**src/rtl/shadow_reg_writer_pkg.sv**
```systemverilog
// Shared types for the shadowed-register write initiator.
// Optional readback check is enabled by SHADOW_REG_WRITER_READBACK_EN.
package shadow_reg_writer_pkg;

  typedef enum logic [2:0] {
    IDLE, STAGE, COMMIT, CHECK, READBACK, RESP
  } state_t;

  typedef enum logic [1:0] {
    ERR_NONE     = 2'd0,
    ERR_UPDATE   = 2'd1,
    ERR_MISMATCH = 2'd2,
    ERR_TIMEOUT  = 2'd3
  } rsp_err_t;

  typedef enum logic {
    PHASE_STAGE  = 1'b0,
    PHASE_COMMIT = 1'b1
  } wr_phase_t;

endpackage

```
**src/rtl/shadow_reg_writer_timeout.sv**
```systemverilog
// Per-phase wait counter; terminal count marks the last cycle a write may still be accepted.
module shadow_reg_writer_timeout #(
  parameter int TIMEOUT = 16
) (
  input  logic clk_i,
  input  logic rst_i,
  input  logic clr_i,
  input  logic en_i,
  output logic tc_o
);

  localparam int CW = $clog2(TIMEOUT);

  logic [CW-1:0] cnt_q;

  // Saturate at terminal count; the owner leaves the phase there anyway.
  always_ff @(posedge clk_i) begin
    if (rst_i)                cnt_q <= '0;
    else if (clr_i)           cnt_q <= '0;
    else if (en_i && !tc_o)   cnt_q <= cnt_q + 1'b1;
  end

  assign tc_o = (cnt_q == CW'(TIMEOUT - 1));

endmodule

```
**src/rtl/shadow_reg_writer.sv**
```systemverilog
// Two-phase (stage, commit) writer into a shadowed register with update-error check.
// Define SHADOW_REG_WRITER_READBACK_EN to add a readback compare after commit.
module shadow_reg_writer
  import shadow_reg_writer_pkg::*;
#(
  parameter int DW      = 5,
  parameter int AW      = 4,
  parameter int TIMEOUT = 16
) (
  input  logic          clk_i,
  input  logic          rst_i,
  input  logic          req_valid_i,
  output logic          req_ready_o,
  input  logic [AW-1:0] req_addr_i,
  input  logic [DW-1:0] req_data_i,
  output logic          wr_valid_o,
  input  logic          wr_ready_i,
  output logic [AW-1:0] wr_addr_o,
  output logic [DW-1:0] wr_data_o,
  output logic          wr_phase_o,
  input  logic          err_update_i,
  input  logic [DW-1:0] rd_data_i,
  output logic          rsp_valid_o,
  input  logic          rsp_ready_i,
  output logic [1:0]    rsp_err_o
);

  state_t        state_q, state_d;
  rsp_err_t      err_q, err_d;
  logic [AW-1:0] addr_q;
  logic [DW-1:0] data_q;
  logic          accept, tm_clr, tm_en, tm_tc;

  assign accept = req_valid_i && req_ready_o;
  // Counter restarts on entry to each write phase.
  assign tm_clr = accept || (state_q == STAGE && wr_ready_i);
  assign tm_en  = wr_valid_o && !wr_ready_i;

  shadow_reg_writer_timeout #(.TIMEOUT(TIMEOUT)) u_timeout (
    .clk_i (clk_i),
    .rst_i (rst_i),
    .clr_i (tm_clr),
    .en_i  (tm_en),
    .tc_o  (tm_tc)
  );

  always_ff @(posedge clk_i) begin
    if (rst_i) begin
      state_q <= IDLE;
      err_q   <= ERR_NONE;
      addr_q  <= '0;
      data_q  <= '0;
    end else begin
      state_q <= state_d;
      err_q   <= err_d;
      if (accept) begin
        addr_q <= req_addr_i;
        data_q <= req_data_i;
      end
    end
  end

  always_comb begin
    state_d = state_q;
    err_d   = err_q;
    case (state_q)
      IDLE:   if (accept) state_d = STAGE;
      STAGE: begin
        if (wr_ready_i) state_d = COMMIT;
        else if (tm_tc) begin
          state_d = RESP;
          err_d   = ERR_TIMEOUT;
        end
      end
      COMMIT: begin
        if (wr_ready_i) state_d = CHECK;
        else if (tm_tc) begin
          state_d = RESP;
          err_d   = ERR_TIMEOUT;
        end
      end
      CHECK: begin
        if (err_update_i) begin
          state_d = RESP;
          err_d   = ERR_UPDATE;
        end else begin
`ifdef SHADOW_REG_WRITER_READBACK_EN
          state_d = READBACK;
`else
          state_d = RESP;
          err_d   = ERR_NONE;
`endif
        end
      end
`ifdef SHADOW_REG_WRITER_READBACK_EN
      READBACK: begin
        state_d = RESP;
        err_d   = (rd_data_i != data_q) ? ERR_MISMATCH : ERR_NONE;
      end
`endif
      RESP:   if (rsp_ready_i) state_d = IDLE;
      default: state_d = IDLE;
    endcase
  end

`ifndef SHADOW_REG_WRITER_READBACK_EN
  logic unused_rd;
  assign unused_rd = ^rd_data_i;
`endif

  assign req_ready_o = (state_q == IDLE);
  assign wr_valid_o  = (state_q == STAGE) || (state_q == COMMIT);
  assign wr_phase_o  = (state_q == COMMIT) ? PHASE_COMMIT : PHASE_STAGE;
  assign wr_addr_o   = addr_q;
  assign wr_data_o   = data_q;
  assign rsp_valid_o = (state_q == RESP);
  assign rsp_err_o   = err_q;

endmodule
```
**config.mk**
```make
export PLATFORM = sky130hd
export DESIGN_NAME = shadow_reg_writer
export DESIGN_NICKNAME = d
export VERILOG_FILES = /design/src/rtl/shadow_reg_writer_pkg.sv /design/src/rtl/shadow_reg_writer_timeout.sv /design/src/rtl/shadow_reg_writer.sv
export SDC_FILE = /design/constraint.sdc
export NUM_CORES = 1
export LEC_CHECK = 0
export CORE_UTILIZATION = 41
export DETAILED_ROUTE_END_ITERATION = 7
export GPL_ROUTABILITY_DRIVEN = 0
export PLACE_DENSITY = 0.77
export SLEW_MARGIN = 20
export SYNTH_ARGS = -nofsm -noshare
export SYNTH_HDL_FRONTEND = slang
export SYNTH_SLANG_ARGS = --single-unit
```
**constraint.sdc**
```tcl
create_clock -name clk_i -period 1.9 [get_ports clk_i]
set_input_delay 0.38 -clock clk_i [delete_from_list [all_inputs] [get_ports clk_i]]
set_output_delay 0.38 -clock clk_i [all_outputs]
set_load 0.05 [all_outputs]
```
==> qor.yml <==
worstMarginPinSlew_ns: 0.502
cts_tree: "yes"
viasPerCell: 5.18
tritoncts.num_buffers: 3
cp_cell_sequence: "clkdlybuf4s50_1"
synth.distinct_cells: 32
drv_slew: 0
synth_top_area_share_pct: 41.9
grt_first_pass_wirelength_mm: 3.01
synth_nets: 125
ctsHoldBuffers: 0
syn_inst: 104
clkSlewWorstSetupHoldPaths_ns: 0.11
finalSetupTns_ns: 0
layout.cells.non_filler: 165
peakVddDrop_mv: 0.428
post_synth_instance_area_um2: 861
h-tree-depth: 1
antenna_found_initial: 0
leakage_nw: 0.499
min_period_ns: 1.84
start_util_pct: 43.9
max_stage_delay_ns: 0.81
p_per_area_mw_per_mm2: 737
die_w_um: 47.8
fin_area_mm2: 0.00131
avgSynthCellArea_um2: 8.28
synth_warnings: 0
coreArea_mm2: 0.00196
die_h_um: 47.8
critPathMaxFanout: 2
worstPathArrival_ns: 1.46
worstSkewPairLatency_ns: 0.29
met2RoutedLength_um: 971
post-route-period-util_pct: 96.9
ant_nets: 0
status: "completed"
drc: 0
maxCapViolCount: 0
synthToLayoutAreaGrowth_pct: 52.3
crit_path_end_kind: "output port"
crit_required_ns: 1.52
routed_wl_mm: 2.02
synthTopCellsByArea: "dfxtp_1 (42%), a21oi_1 (8.1%), nand2_1 (7.8%)"
drive_gt1_share_pct: 17.4
setup_violations: 0
wl_met3_um: 67
wl_per_cell_um: 12.2
dpl.hpwl_mm: 1.49
clockRootBuffer: "clkbuf_4"
cts_buffer_depth: 2
start_kind: "flop"
max_freq_mhz: 543
fill_cells: 169
m1WireLength_um: 978
grt_pass1_vias: 715
ys_ff_latch: 18
first_pass_iters: 4
crit_type: "reg -> out"
placed_area_mm2: 0.00126
clkSinkCount: 18
n_antenna_cell: 0
relSlewSlack_pct: 66.5
rsz0062_at_grt: "false"
hp-class: "reg -> reg"
dp.cells: 161
port_buffers: 29
grt.overflow.total: 0
grt_max_degree: 19
grtUsageTotal_pct: 18.7
fin_nets: 160
hold_viol_final: 0
multi_input_area_um2: 473
cts_setup_buffers: 0
finClkSkew_ns: 0.00626
die_area_mm2: 0.00229
top_layer: "met3"
path_buf_inv: 1
drt_iter0_drc: 14
io-pin-count: 35
slowest_stage: "clkdlybuf4s50_1"
dr_total_vias: 855
rows: 16
ff_latch_area_um2: 363
cpLargestDelayFamily: "buffers and inverters"
ys_seq_area_share_pct: 41.9
yosys.area.top_type: "dfxtp_1"
[flip-flops by register name (all words and copies together) (netlist names)]
| register | count |
|---|---|
| rsp_err_o | 2 |
| state_q | 3 |
| u_timeout.cnt_q | 4 |
| wr_addr_o | 4 |
| wr_data_o | 5 |
[metal layers]
metal | vias to the layer above | GRT usage (%)
li1 | 435 | -
met2 | 23 | 31.6
met5 | - | 0
met4 | 0 | 6.67
met3 | 0 | 1.13
met1 | 397 | 25.1
[logic make-up after synthesis]
family | synth area share, %
AND/OR/NAND/NOR | 28.8
AO/OA/AOI/OAI | 18.3
flip-flops | 41.9
buffers and inverters | 5.23
XOR/XNOR | 2.04
multiplexers | 2.33
adder cells (fa/ha/maj) | 1.45
[synthesized netlist by cell type]
cell type	count
a211oi_1	1
a21oi_1	14
a221oi_1	1
a2bb2oi_1	1
a31o_2	1
and3_1	1
and3b_1	1
and4b_1	1
buf_2	3
clkbuf_1	4
dfxtp_1	18
ha_1	1
inv_1	4
mux2i_1	2
nand2_1	18
nand3_1	2
nand4_1	1
nor2_1	4
nor2b_1	2
nor3_1	4
nor3b_1	2
nor4_1	3
nor4b_4	1
o2111a_1	1
o21ai_0	4
o21bai_1	1
o31ai_1	2
or2_2	1
or4_1	1
or4b_1	2
xnor2_1	1
xor2_1	1
[what timing repair did]
item	CTS	global route
gates resized for setup	1	2
setup endpoints to repair	1	3
endpoints found under the hold margin	0	0
[cell usage in the layout, fill, tap and decap left out, drive strengths merged, types with 3 or more instances in the layout]
cell type / instances
o21ai: 4
inv: 4
dfxtp: 18
a21oi: 14
clkdlybuf4s50: 25
nor3: 4
nor4: 3
nor2: 4
clkbuf: 4
buf: 12
nand2: 18
[per-stage QoR]
stage / worst slack, ns / hold WS, ns / utilization [%] / power (mW)
3_5_place_dp: 0.0712 / 0.447 / 64.5 / 0.733
4_1_cts: 0.0408 / 0.463 / 66.7 / 0.973
3_3_place_gp: 0.110 / 0.441 / 64.5 / 0.726
2_1_floorplan: 0.188 / 0.465 / - / 0.599
6_report: 0.0588 / 0.460 / 66.8 / 0.966
5_1_grt: 0.0115 / 0.486 / 66.8 / 1.01
[worst register-to-register path, stage by stage, from the launching register on]
cell and delay [ns]:
dfxtp_2 0.40, buf_4 0.17, or4b_1 0.69, nand2_1 0.15, a21oi_1 0.07
[power by group]
group	switching (mW)	leakage (nW)	total, mW	internal, mW
Clock	0.120	0.0210	0.237	0.117
Sequential	0.0206	0.148	0.419	0.399
Combinational	0.171	0.330	0.310	0.138
Total	0.312	0.499	0.966	0.654
[layout make-up]
class | instances | area share [%]
Clock buffer | 4 | 2.77
Tap cell | 27 | 2.58
Inverter | 4 | 1.15
Timing Repair Buffer | 37 | 29.8
Multi-Input combinational cell | 75 | 36.1
Sequential cell | 18 | 27.7
[path summary, 6_finish.rpt]
| kind | startpoint | end | slack (ns) | cells after the start |
|---|---|---|---|---|
| hold reg to reg | wr_data_o[0]$_SDFFE_PP0P_ | wr_data_o[0]$_SDFFE_PP0P_ | 0.46 | 2 |
| setup reg to reg | state_q[1]$_SDFFE_PP0P_ | wr_addr_o[3]$_SDFFE_PP0P_ | 0.29 | 4 |
| setup / recovery | rsp_err_o[1]$_SDFFE_PP0P_ | rsp_err_o[1] | 0.06 | 1 |
| hold / removal | wr_data_o[0]$_SDFFE_PP0P_ | wr_data_o[0]$_SDFFE_PP0P_ | 0.46 | 2 |
No activity file was read; power rests on OpenSTA's default activity.
